## src/rtl/div_seq_radix2_if.sv

```systemverilog
// div_seq_radix2_if
//   Operand/result handshake bundle between the EX-stage ALU (master)
//   and the sequential divider (slave).
//   flush     : synchronous cancel of any divide in flight
//   a, b      : dividend / divisor, sampled only when a request is accepted
//   sign      : 1 = signed (DIV), 0 = unsigned (DIVU)
//   opn_valid : divide request present in EX
//   res_ready : consumer takes the result this cycle
//   res_valid : result register holds a fresh result
//   busy      : divider iterating
//   result    : {remainder, quotient}
interface div_seq_radix2_if #(
  parameter int WIDTH = 32
);
  logic                 flush;
  logic [WIDTH-1:0]     a;
  logic [WIDTH-1:0]     b;
  logic                 sign;
  logic                 opn_valid;
  logic                 res_ready;
  logic                 res_valid;
  logic                 busy;
  logic [2*WIDTH-1:0]   result;

  modport master (
    output flush, a, b, sign, opn_valid, res_ready,
    input  res_valid, busy, result
  );

  modport slave (
    input  flush, a, b, sign, opn_valid, res_ready,
    output res_valid, busy, result
  );
endinterface

```

## src/rtl/div_seq_radix2.sv

```systemverilog
// div_seq_radix2
//   Sequential radix-2 restoring divider producing {remainder, quotient}.
//   One quotient bit per cycle on magnitudes, followed by one fix-up cycle
//   that applies the signs (or the divide-by-zero pattern) and registers
//   the result. res_valid rises 33 edges after the accepting edge.
// Ports:
//   clk  : core clock, rising edge
//   rst  : asynchronous active-low reset
//   bus  : div_seq_radix2_if.slave (flush, a, b, sign, opn_valid,
//          res_ready in; res_valid, busy, result out, all registered)
module div_seq_radix2 #(
  parameter int WIDTH = 32,
  parameter int CNT_W = 6
) (
  input  logic             clk,
  input  logic             rst,
  div_seq_radix2_if.slave  bus
);

  typedef enum logic [1:0] {
    ST_IDLE = 2'd0,
    ST_BUSY = 2'd1,
    ST_DONE = 2'd2
  } state_t;

  // Counter value seen on the fix-up cycle, i.e. after the last iteration
  // (counter == WIDTH-1) has completed.
  localparam logic [CNT_W-1:0] FIX_CNT = CNT_W'(WIDTH);
  localparam logic [CNT_W-1:0] CNT_ONE = CNT_W'(1);

  state_t               r_state;
  logic [CNT_W-1:0]     r_cnt;
  logic [WIDTH-1:0]     r_rem;
  logic [WIDTH-1:0]     r_quo;
  logic [WIDTH-1:0]     r_b_abs;
  logic [WIDTH-1:0]     r_a_raw;
  logic                 r_neg_q;
  logic                 r_neg_r;
  logic                 r_b_zero;
  logic                 r_res_valid;
  logic                 r_busy;
  logic [2*WIDTH-1:0]   r_result;

  logic                 w_a_neg;
  logic                 w_b_neg;
  logic [WIDTH-1:0]     w_a_abs;
  logic [WIDTH-1:0]     w_b_abs;
  logic [WIDTH-1:0]     w_rem_sh;
  logic [WIDTH:0]       w_trial;
  logic [WIDTH-1:0]     w_rem_nxt;
  logic [WIDTH-1:0]     w_quo_nxt;
  logic [WIDTH-1:0]     w_quo_fix;
  logic [WIDTH-1:0]     w_rem_fix;
  logic [2*WIDTH-1:0]   w_result_fix;

  // Operand magnitudes: only a signed request treats the MSB as a sign.
  assign w_a_neg = bus.sign & bus.a[WIDTH-1];
  assign w_b_neg = bus.sign & bus.b[WIDTH-1];
  assign w_a_abs = w_a_neg ? (-bus.a) : bus.a;
  assign w_b_abs = w_b_neg ? (-bus.b) : bus.b;

  // One restoring step. The bit shifted out of the partial remainder is
  // kept as the trial MSB: when it is set the shifted remainder is at
  // least 2^WIDTH and the subtraction always succeeds, which matters for
  // divisors with the top bit set.
  assign w_rem_sh  = {r_rem[WIDTH-2:0], r_quo[WIDTH-1]};
  assign w_trial   = {r_rem[WIDTH-1], w_rem_sh} - {1'b0, r_b_abs};
  assign w_rem_nxt = w_trial[WIDTH] ? w_rem_sh : w_trial[WIDTH-1:0];
  assign w_quo_nxt = {r_quo[WIDTH-2:0], ~w_trial[WIDTH]};

  // Sign fix-up. Quotient negation wraps naturally, so the most-negative
  // dividend over -1 returns the dividend without any trap.
  assign w_quo_fix    = r_neg_q ? (-r_quo) : r_quo;
  assign w_rem_fix    = r_neg_r ? (-r_rem) : r_rem;
  assign w_result_fix = r_b_zero ? {r_a_raw, {WIDTH{1'b1}}}
                                 : {w_rem_fix, w_quo_fix};

  // Control FSM, datapath registers and registered outputs.
  always_ff @(posedge clk or negedge rst) begin
    if (!rst) begin
      r_state     <= ST_IDLE;
      r_cnt       <= {CNT_W{1'b0}};
      r_rem       <= {WIDTH{1'b0}};
      r_quo       <= {WIDTH{1'b0}};
      r_b_abs     <= {WIDTH{1'b0}};
      r_a_raw     <= {WIDTH{1'b0}};
      r_neg_q     <= 1'b0;
      r_neg_r     <= 1'b0;
      r_b_zero    <= 1'b0;
      r_res_valid <= 1'b0;
      r_busy      <= 1'b0;
      r_result    <= {2*WIDTH{1'b0}};
    end else if (bus.flush) begin
      // Flush beats accept and the result handshake.
      r_state     <= ST_IDLE;
      r_cnt       <= {CNT_W{1'b0}};
      r_res_valid <= 1'b0;
      r_busy      <= 1'b0;
    end else begin
      case (r_state)
        ST_IDLE: begin
          if (bus.opn_valid) begin
            r_a_raw  <= bus.a;
            r_b_abs  <= w_b_abs;
            r_neg_q  <= bus.sign & (bus.a[WIDTH-1] ^ bus.b[WIDTH-1]);
            r_neg_r  <= w_a_neg;
            r_b_zero <= (bus.b == {WIDTH{1'b0}});
            r_rem    <= {WIDTH{1'b0}};
            r_quo    <= w_a_abs;
            r_cnt    <= {CNT_W{1'b0}};
            r_busy   <= 1'b1;
            r_state  <= ST_BUSY;
          end else begin
            r_state  <= ST_IDLE;
          end
        end
        ST_BUSY: begin
          if (r_cnt == FIX_CNT) begin
            r_result    <= w_result_fix;
            r_res_valid <= 1'b1;
            r_busy      <= 1'b0;
            r_cnt       <= {CNT_W{1'b0}};
            r_state     <= ST_DONE;
          end else begin
            r_rem <= w_rem_nxt;
            r_quo <= w_quo_nxt;
            r_cnt <= r_cnt + CNT_ONE;
          end
        end
        ST_DONE: begin
          // A request in the handshake cycle waits for the next IDLE cycle.
          if (bus.res_ready) begin
            r_res_valid <= 1'b0;
            r_state     <= ST_IDLE;
          end else begin
            r_state     <= ST_DONE;
          end
        end
        default: begin
          r_state     <= ST_IDLE;
          r_cnt       <= {CNT_W{1'b0}};
          r_res_valid <= 1'b0;
          r_busy      <= 1'b0;
        end
      endcase
    end
  end

  assign bus.res_valid = r_res_valid;
  assign bus.busy      = r_busy;
  assign bus.result    = r_result;

endmodule

```

## src/flat_wrapper.sv

```systemverilog
// flat-port wrapper written by rule: the top's interface ports become plain ports
module div_seq_radix2_flat 
#(
  parameter int WIDTH = 32,
  parameter int CNT_W = 6
)
  (clk, rst, bus_flush, bus_a, bus_b, bus_sign, bus_opn_valid, bus_res_ready, bus_res_valid, bus_busy, bus_result);
  div_seq_radix2_if #(.WIDTH(WIDTH)) bus_i ();
  input  logic clk;
  input  logic rst;
  input wire logic [$bits(bus_i.flush)-1:0] bus_flush;
  input wire logic [$bits(bus_i.a)-1:0] bus_a;
  input wire logic [$bits(bus_i.b)-1:0] bus_b;
  input wire logic [$bits(bus_i.sign)-1:0] bus_sign;
  input wire logic [$bits(bus_i.opn_valid)-1:0] bus_opn_valid;
  input wire logic [$bits(bus_i.res_ready)-1:0] bus_res_ready;
  output wire logic [$bits(bus_i.res_valid)-1:0] bus_res_valid;
  output wire logic [$bits(bus_i.busy)-1:0] bus_busy;
  output wire logic [$bits(bus_i.result)-1:0] bus_result;
  assign bus_i.flush = bus_flush;
  assign bus_i.a = bus_a;
  assign bus_i.b = bus_b;
  assign bus_i.sign = bus_sign;
  assign bus_i.opn_valid = bus_opn_valid;
  assign bus_i.res_ready = bus_res_ready;
  assign bus_res_valid = bus_i.res_valid;
  assign bus_busy = bus_i.busy;
  assign bus_result = bus_i.result;
  div_seq_radix2 #(.WIDTH(WIDTH), .CNT_W(CNT_W)) u_core (.clk(clk), .rst(rst), .bus(bus_i));
endmodule
```

## config.mk

```make
export PLATFORM = sky130hd
export DESIGN_NAME = div_seq_radix2_flat
export DESIGN_NICKNAME = d
export VERILOG_FILES = /design/src/rtl/div_seq_radix2_if.sv /design/src/rtl/div_seq_radix2.sv /design/src/flat_wrapper.sv
export SDC_FILE = /design/constraint.sdc
export NUM_CORES = 1
export LEC_CHECK = 0
export BUFFER_PORTS_ARGS = -buffer_cell sky130_fd_sc_hd__clkbuf_2
export CAP_MARGIN = 30
export CELL_PAD_IN_SITES_DETAIL_PLACEMENT = 1
export CELL_PAD_IN_SITES_GLOBAL_PLACEMENT = 2
export CORE_UTILIZATION = 36
export DETAILED_ROUTE_END_ITERATION = 10
export PLACE_DENSITY = 0.89
export SYNTH_ARGS = -nofsm -noshare
export SYNTH_HDL_FRONTEND = slang
export SYNTH_SLANG_ARGS = --single-unit
export TNS_END_PERCENT = 5
```

## constraint.sdc

```tcl
create_clock -name clk -period 4.05 [get_ports clk]
set_input_delay 0.81 -clock clk [delete_from_list [all_inputs] [get_ports clk]]
set_output_delay 0.81 -clock clk [all_outputs]
set_load 0.01 [all_outputs]
```

==> impl_metrics.toml, run 1 <==
[logic_synthesis]
synth.distinct_cells = 77
synth-warning-count = 0
synth_edf_count = 0
synth_most_common_cell = "nand2_1"
synthFlopType = "dfrtp_1"
synth_top_area_share_pct = 39.7
synthArstFlopShare_pct = 100
yosysTopAreaCell = "dfrtp_1"
synth_seq_cells = 205
synth.area.top_cells = "dfrtp_1, nand2_1, o21ai_0, xor2_1, a21oi_1"
avgSynthCellArea_um2 = 8.24
syn_inst = 1566
synth_common_cells = "nand2_1, dfrtp_1, o21ai_0"
synth_fp_nets = 1675
ys_seq_area_share_pct = 39.7
synth_area_um2 = 12900

[route]
antenna_left = 0
firstDrtPassIters = 5
via_per_inst = 5.45
dr_total_vias = 11700
drt_iter0_drc = 547
drt-wirelength-per-cell_um = 18.6
drc = 0
routed_wl_um = 39900

[timing]
finalCriticalPeriod_ps = 3410
relSlewSlack_pct = 33.7
skew_ps = 13.8
fmax_ghz = 0.293
min_period_over_period_pct = 84.2
finalSetupViolCount = 0
setup_tns_ps = 0
worstMarginPinSlew_ps = 970
rsz0062_at_grt = "no"
fin_ws_ps = 641
maxSlewViolCount = 0
finalHoldViolCount = 0

[clock_tree]
htree_levels = 1
post-cts-setup-buffers = 0
holdBufCountCts = 0
clk_transition_reported_paths_ps = 60
clock_latency_ps = 540
cts_resized = 0
clkSinkCount = 205
cts_buffer_depth = 3
numCtsBuffers = 25
cts_tree = "yes"
clock-root-buffer = "clkbuf_16"

[floorplanning]
chipHeight_um = 191
die-width_um = 191
core_area_um2 = 34900
start_util_pct = 37.0
boundaryPins = 136
rows = 68
die-area_um2 = 36600

[critical_path]
end_kind = "flop"
crit-reg2reg-launch = "u_core.r_quo[31]"
worst_r2r_path_depth = 12
critical_path_required_ps = 4480
crit_arrival_ps = 3840
startpoint_type = "flop"
r2r_setup_slack_ps = 640
cp_max_fo = 17
path_class = "flop to flop"
timing.rr.end = "u_core.r_rem[2]"

[grt]
antenna_found_initial = 0
overflow = 0
grt_max_degree = 100
grt.total_usage_pct = 22.2
grt_pass1_wl_um = 65300
grt_pass1_vias = 12000

[power]
power_density_nw_per_um2 = 644
p_total_mw = 9.60
vdd_ir_drop_max_mv = 0.380
leakagePower_nw = 6.76

[run]
drv_cap = 0

[finish]
drive_gt1_share_pct = 13.7
final_cell_area_um2 = 14900
final_nets = 1780
area_delta_synth_final_pct = 15.4
diodes = 0

[place]
gp_congestion = 0.908
port_buffers = 135
place_area_um2 = 14100
place_ws_ps = 638
dp_hpwl_um = 30000

[outcome]
status = "complete, no violations"

[hold_path]
hold_class = "primary input to async pin"
## placed cells by master (no fill, tap or decap), types with 5 or more instances in the layout
cell type,instances
a211oi_1,5
a21o_1,9
a21oi_1,130
a31oi_1,10
a32oi_1,7
and2_1,6
and3_1,12
and4_1,5
buf_4,21
clkbuf_1,10
clkbuf_16,25
clkbuf_2,134
dfrtp_1,204
ha_1,38
inv_1,52
mux2i_1,17
nand2_1,276
nand2b_1,9
nand3_1,38
nand4_1,11
nor2_1,137
nor2b_1,6
nor3_1,18
nor4_1,12
o211ai_1,8
o21a_1,7
o21ai_0,169
o21ai_1,9
o21bai_1,5
o311ai_0,9
o31ai_1,30
o41ai_1,13
or3_1,19
or4_1,8
xnor2_1,51
xor2_1,89
## critical path, stage by stage, from the launching register on
cell and delay (ps):
dfrtp_1 380, inv_1 190, ha_1 230, fa_1 210
nor2b_1 70, o31ai_1 370, a211oi_1 130, buf_4 180
o31ai_2 350, a2111oi_4 130, or3_1 550, buf_12 220
o311ai_1 270
## through the flow
step | cells | utilization [%] | hold WS [ps]
floorplan | 1566 | - | 438
global placement | 2098 | 40.4 | 453
detailed placement | 2099 | 40.4 | 464
CTS | 2143 | 42.7 | 338
global route | 2143 | 42.7 | 351
finish | 2143 | 42.7 | 317
## registers in the layout (all words and copies together) (netlist names)
register              count
u_core.bus.result        64
u_core.r_cnt              6
u_core.r_a_raw           32
u_core.r_quo             32
u_core.r_b_zero           1
u_core.r_state            2
u_core.r_b_abs           32
u_core.r_neg_r            1
u_core.bus.busy           1
u_core.r_neg_q            1
u_core.bus.res_valid      1
u_core.r_rem             32
## cell families (layout without fill, tap and decap cells)
| logic type | Yosys count | count (layout) | share of synthesized area (%) |
|---|---|---|---|
| DFF | 205 | 205 | 39.7 |
| adders and majority gates | 39 | 39 | 3.84 |
| xor gates and xnor gates | 140 | 140 | 9.50 |
| muxes | 19 | 19 | 1.49 |
| buffers and inverters | 135 | 257 | 4.03 |
| and+or+nand+nor | 588 | 588 | 20.7 |
| AOI/OAI and AO/OA | 440 | 440 | 20.6 |
## how the worst max path moves through the flow
stage	endpoint	slack, ps	startpoint	cells past startpoint
final	u_core.r_rem[2]	640	u_core.r_quo[31]	12
after global routing	u_core.r_rem[2]	370	u_core.r_quo[31]	12
after CTS	u_core.r_rem[2]	610	u_core.r_quo[31]	12
after detailed placement	u_core.r_rem[2]	640	u_core.r_quo[31]	12
after global placement	u_core.r_rem[2]	730	u_core.r_quo[31]	12
after floorplan	u_core.r_rem[1]	1040	u_core.r_quo[31]	13
## power breakdown
part | switching, mW | internal (mW)
Sequential | 0.477 | 2.37
Clock | 0.878 | 1.32
Combinational | 2.79 | 1.76
Total | 4.14 | 5.45
## routing by layer
layer / GRT usage [%] / part of all wire (%) / wire (um)
met1: 31.0 / 48 / 19100
met2: 36.7 / 46 / 18600
met3: 2.68 / 3.9 / 1550
met4: 4.88 / 1.8 / 718
met5: 0 / 0 / 0
## cell type report
| class | instances | area, um^2 |
|---|---|---|
| Multi-Input combinational cell | 1226 | 7280 |
| Clock inverter | 6 | 86.3 |
| Fill cell | 4223 | 20000 |
| Sequential cell | 205 | 5130 |
| Timing Repair Buffer | 160 | 930 |
| Clock buffer | 38 | 704 |
| Inverter | 53 | 199 |
| Tap cell | 455 | 569 |
Power figures use the tool's default switching activity.
==> run 2, diff against run 1 <==
Clock period 4.05 ns to 3.3 ns, I/O delays scaled along.
==> run 2 against run 1 <==
  * Sequential power is 19% higher
  * Final area is 3.4% higher
  * First-iteration DRC count is 5.5% higher
  * Combinational power is 34% higher
  * Utilization is 1.5 points higher
  * Critical endpoint is now u_core.r_rem[26]
  * Largest cell class unchanged
==> impl_metrics.toml, run 2 (synthesis results as in run 1) <==
[place]
port_buffers = 135
place_ws_ps = 61.6
dp.cells = 2150
dp_hpwl_um = 31400
gp_congestion = 0.853

[clock_tree]
clk_transition_reported_paths_ps = 60
holdBufCountCts = 0
numCtsBuffers = 26
post-cts-setup-buffers = 0
cts_buffer_depth = 3
clock-root-buffer = "clkbuf_16"
clkSinkCount = 205
clock_latency_ps = 550
cts_tree = "yes"
htree_levels = 1

[route]
via_per_inst = 5.44
drc = 0
dr_total_vias = 12000
antenna_left = 0
drt-wirelength-per-cell_um = 19.0
drt_iter0_drc = 577
routed_wl_um = 41800
firstDrtPassIters = 5

[run]
drv_cap = 0

[timing]
finalCriticalPeriod_ps = 3100
worstMarginPinSlew_ps = 934
skew_ps = 12.7
setup_tns_ps = 0
fin_ws_ps = 202
finalSetupViolCount = 0
relSlewSlack_pct = 37.3
finalHoldViolCount = 0
fmax_ghz = 0.323
timing.hold.ws_ps = 130
rsz0062_at_grt = "no"
maxSlewViolCount = 0
min_period_over_period_pct = 93.9

[outcome]
status = "complete, no violations"

[critical_path]
crit_start = "u_core.r_rem[10]"
crit_arrival_ps = 3530
r2r_setup_slack_ps = 200
cp_max_fo = 8
critical_path_required_ps = 3730
worst_r2r_path_depth = 9
startpoint_type = "flop"
timing.rr.end = "u_core.r_rem[26]"
end_kind = "flop"
crit-reg2reg-launch = "u_core.r_rem[10]"
path_class = "flop to flop"

[grt]
grt_pass1_vias = 12300
antenna_found_initial = 0
overflow = 0
grt_pass1_wl_um = 67400
grt.total_usage_pct = 23.2
grt_max_degree = 100

[finish]
fill_cells = 4207
layout.cells.non_filler = 2198
area_delta_synth_final_pct = 19.4
layout_commonest_cell = "nand2_1"
seqCellArea_um2 = 5130
final_nets = 1833
drive_gt1_share_pct = 16.9
final_cell_mix = "nand2_1, dfrtp_1, o21ai_0"
multiInputGateArea_um2 = 7290
diodes = 0
largest_reg_flops = 64

[power]
vdd_ir_drop_max_mv = 0.571
combPwrFrac_pct = 48.7
clockPowerShare_pct = 24.3
power_density_nw_per_um2 = 812
swShare_pct = 42.3
power.share.sequential_pct = 27.0
leakagePower_nw = 7.10
p_int_mw = 7.23
p_total_mw = 12.5
switchingPower_mw = 5.29

[floorplanning]
die-area_um2 = 36600
chipHeight_um = 191
boundaryPins = 136
core_area_um2 = 34900
die-width_um = 191
start_util_pct = 37.0
rows = 68

[hold_path]
hold_class = "primary input to async pin"
[run 2: changes by cell type in the layout (fill, tap and decap cells not counted), sizes merged]
| cell | change |
|---|---|
| buf | +52 |
| bufinv | +2 |
| clkbuf | -1 |
| clkinv | +4 |
| clkinvlp | -1 |
| inv | -1 |
[run 2: critical path: stages, from the launching register on]
cell and delay [ps]:
dfrtp_1 500, ha_1 430, a21oi_1 180, o21ai_0 250, buf_4 230, o21ai_0 450, a311oi_1 210, o41ai_1 420
xor2_1 220, o21ai_0 90
[run 2: worst max-delay path by stage]
stage	endpoint	slack, ps	cells past startpoint
floorplan	u_core.r_rem[1]	290	13
global placement	u_core.r_rem[1]	90	13
detailed placement	u_core.r_rem[15]	60	12
CTS	u_core.r_rem[2]	30	12
global route	u_core.r_rem[0]	20	12
finish	u_core.r_rem[26]	200	9
[run 2: layout make-up]
type | count | share of cell area (%)
clock buffer | 37 | 4.88
clock inverter | 10 | 1.05
inverter | 53 | 1.29
multi-input combinational | 1226 | 47.3
sequential | 205 | 33.3
tap | 455 | 3.69
timing repair buffer | 212 | 8.48
[run 2: power groups by stage]
stage          sequential, mW  clock (mW)  combinational [mW]
2_1_floorplan            3.33           0                4.09
3_3_place_gp             3.39           0                5.84
3_5_place_dp             3.41           0                6.02
4_1_cts                  3.37        3.10                6.07
5_1_grt                  3.43        3.19                6.78
6_report                 3.38        3.04                6.10
[run 2: timing repair]
action                                  CTS  global route
endpoints found under the hold margin     0             0
endpoints found under the setup margin    0            31
gates resized for setup                   0             7
[run 2: metal layers]
layer	wire [um]	up-vias	track usage, %
met3	1590	52	2.28
met5	0	-	0
met1	19800	5873	32.3
li1	-	5790	-
met2	19500	244	38.6
met4	917	0	5.53
[run 2: stage by stage]
step	util, %	instance area (um^2)
floorplan	-	12900
global placement	41.4	14500
detailed placement	41.4	14500
CTS	44.1	15400
global route	44.2	15400
finish	44.2	15400
==> run 3, diff against run 2 <==
Settings changed: BUFFER_PORTS_ARGS -buffer_cell sky130_fd_sc_hd__clkbuf_2 to not set, CORE_MARGIN set to 4, CORE_UTILIZATION 36 to 39, DONT_BUFFER_PORTS set to 1, PLACE_DENSITY 0.89 to not set, PLACE_DENSITY_LB_ADDON set to 0.1.
==> run 3 against run 2 <==
  * Via count fell by 6.5%
  * Largest cell class unchanged
  * The flow now finishes with violations (hold timing)
  * Clock-buffer cell count down 1
  * Cell count is 7.4% lower
  * Largest power group unchanged
  * Clock skew increased by 6.4 ps
==> impl_metrics.toml, run 3 (synthesis results as in run 1) <==
[clock_tree]
clk_transition_reported_paths_ps = 70
clkSinkCount = 205
clock-root-buffer = "clkbuf_16"
cts_buffer_depth = 3
numCtsBuffers = 26
post-cts-setup-buffers = 0
clock_latency_ps = 540
htree_levels = 1
cts_tree = "yes"

[power]
clockPowerShare_pct = 24.4
p_int_mw = 7.11
power.share.sequential_pct = 27.4
p_total_mw = 12.3
leakagePower_nw = 6.44
vdd_ir_drop_max_mv = 0.458
power_density_nw_per_um2 = 843
combPwrFrac_pct = 48.3
swShare_pct = 42.2
switchingPower_mw = 5.20

[critical_path]
startpoint_type = "flop"
crit_arrival_ps = 3540
end_kind = "flop"
cp_max_fo = 6
r2r_setup_slack_ps = 160
timing.rr.end = "u_core.bus.result[58]"
worst_r2r_path_depth = 10
path_class = "flop to flop"
crit-reg2reg-launch = "u_core.r_rem[1]"
critical_path_required_ps = 3700

[finish]
area_delta_synth_final_pct = 13.1
final_cell_mix = "nand2_1, dfrtp_1, o21ai_0"
final_nets = 1685
diodes = 0
fin_util_pct = 44.8
layout_commonest_cell = "nand2_1"
final_cell_area_um2 = 14600
largest_reg_flops = 64
drive_gt1_share_pct = 9.23
layout.cells.non_filler = 2035

[grt]
antenna_found_initial = 0
grt.total_usage_pct = 22.8
grt_max_degree = 206
grt_pass1_wl_um = 66600
overflow = 0
grt_pass1_vias = 11800

[outcome]
violations = "hold timing"
status = "finished with violations"

[floorplanning]
chipHeight_um = 190
die-area_um2 = 36100
boundaryPins = 136
start_util_pct = 39.6
rows = 66
core_area_um2 = 32600
die-width_um = 190

[timing]
fin_ws_ps = 163
maxSlewViolCount = 0
skew_ps = 19.1
finalCriticalPeriod_ps = 3140
finalSetupViolCount = 0
min_period_over_period_pct = 95.0
rsz0062_at_grt = "yes"
worstMarginPinSlew_ps = 878
finalHoldViolCount = 205
timing.hold.ws_ps = -181
relSlewSlack_pct = 41.0
fmax_ghz = 0.319
setup_tns_ps = 0

[route]
firstDrtPassIters = 5
via_per_inst = 5.49
antenna_left = 0
dr_total_vias = 11200
drt_iter0_drc = 539
drt-wirelength-per-cell_um = 20.4
drc = 0
routed_wl_um = 41600

[place]
gp_congestion = 0.827
place_area_um2 = 13700
dp.cells = 1990
dp_hpwl_um = 31100
port_buffers = 0
place_ws_ps = -30.5

[run]
drv_cap = 0

[hold_path]
hold_class = "primary input to async pin"
-- run 3: worst max path at each step --
stage,cells past startpoint,endpoint,from,slack (ps)
6_report,10,u_core.bus.result[58],u_core.r_rem[1],160
5_1_grt,10,u_core.bus.result[58],u_core.r_rem[0],-20
4_1_cts,12,u_core.r_rem[2],u_core.r_quo[31],90
3_5_place_dp,13,u_core.r_rem[1],u_core.r_quo[31],-30
3_3_place_gp,12,u_core.r_rem[1],u_core.r_b_abs[0],70
2_1_floorplan,13,u_core.r_rem[1],u_core.r_quo[31],290
-- run 3: worst max-delay path, stage by stage, from the launching register on --
cell and delay (ps):
dfrtp_1 430, inv_1 130, ha_1 200, or4b_2 630
or2_2 360, or3_1 420, o21ai_0 220, xor2_1 220
nor2_1 70, a21oi_1 190, o21ai_0 100
-- run 3: layer usage --
metal  vias up  track usage, %  wire [um]  part of all wire (%)
met2       170            38.7      19600                    47
met3        52            3.78       1880                   4.5
met5         -               0          0                     0
met4         0            5.45        986                   2.4
li1       5487               -          -                     -
met1      5473            30.7      19100                    46
-- run 3: final cells by class --
class                      count  area [um^2]
fill                        3889        18000
multi-input combinational   1226         7300
sequential                   205         5130
clock buffer                  36          759
tap                          442          553
timing repair buffer          64          526
inverter                      53          199
clock inverter                 9          136
-- run 3: power by group through the flow --
stage                     registers (mW)  clock network, mW  logic [mW]
after detailed placement            3.41                  0        5.91
after global placement              3.41                  0        5.82
after global routing                3.43               3.18        6.61
final                               3.37               3.00        5.94
after CTS                           3.37               3.08        5.96
after floorplan                     3.33                  0        4.09
-- run 3: repair_timing --
item	in CTS	in global routing
setup endpoints to repair	9	27
endpoints found under the hold margin	205	205
resized for setup	1	3
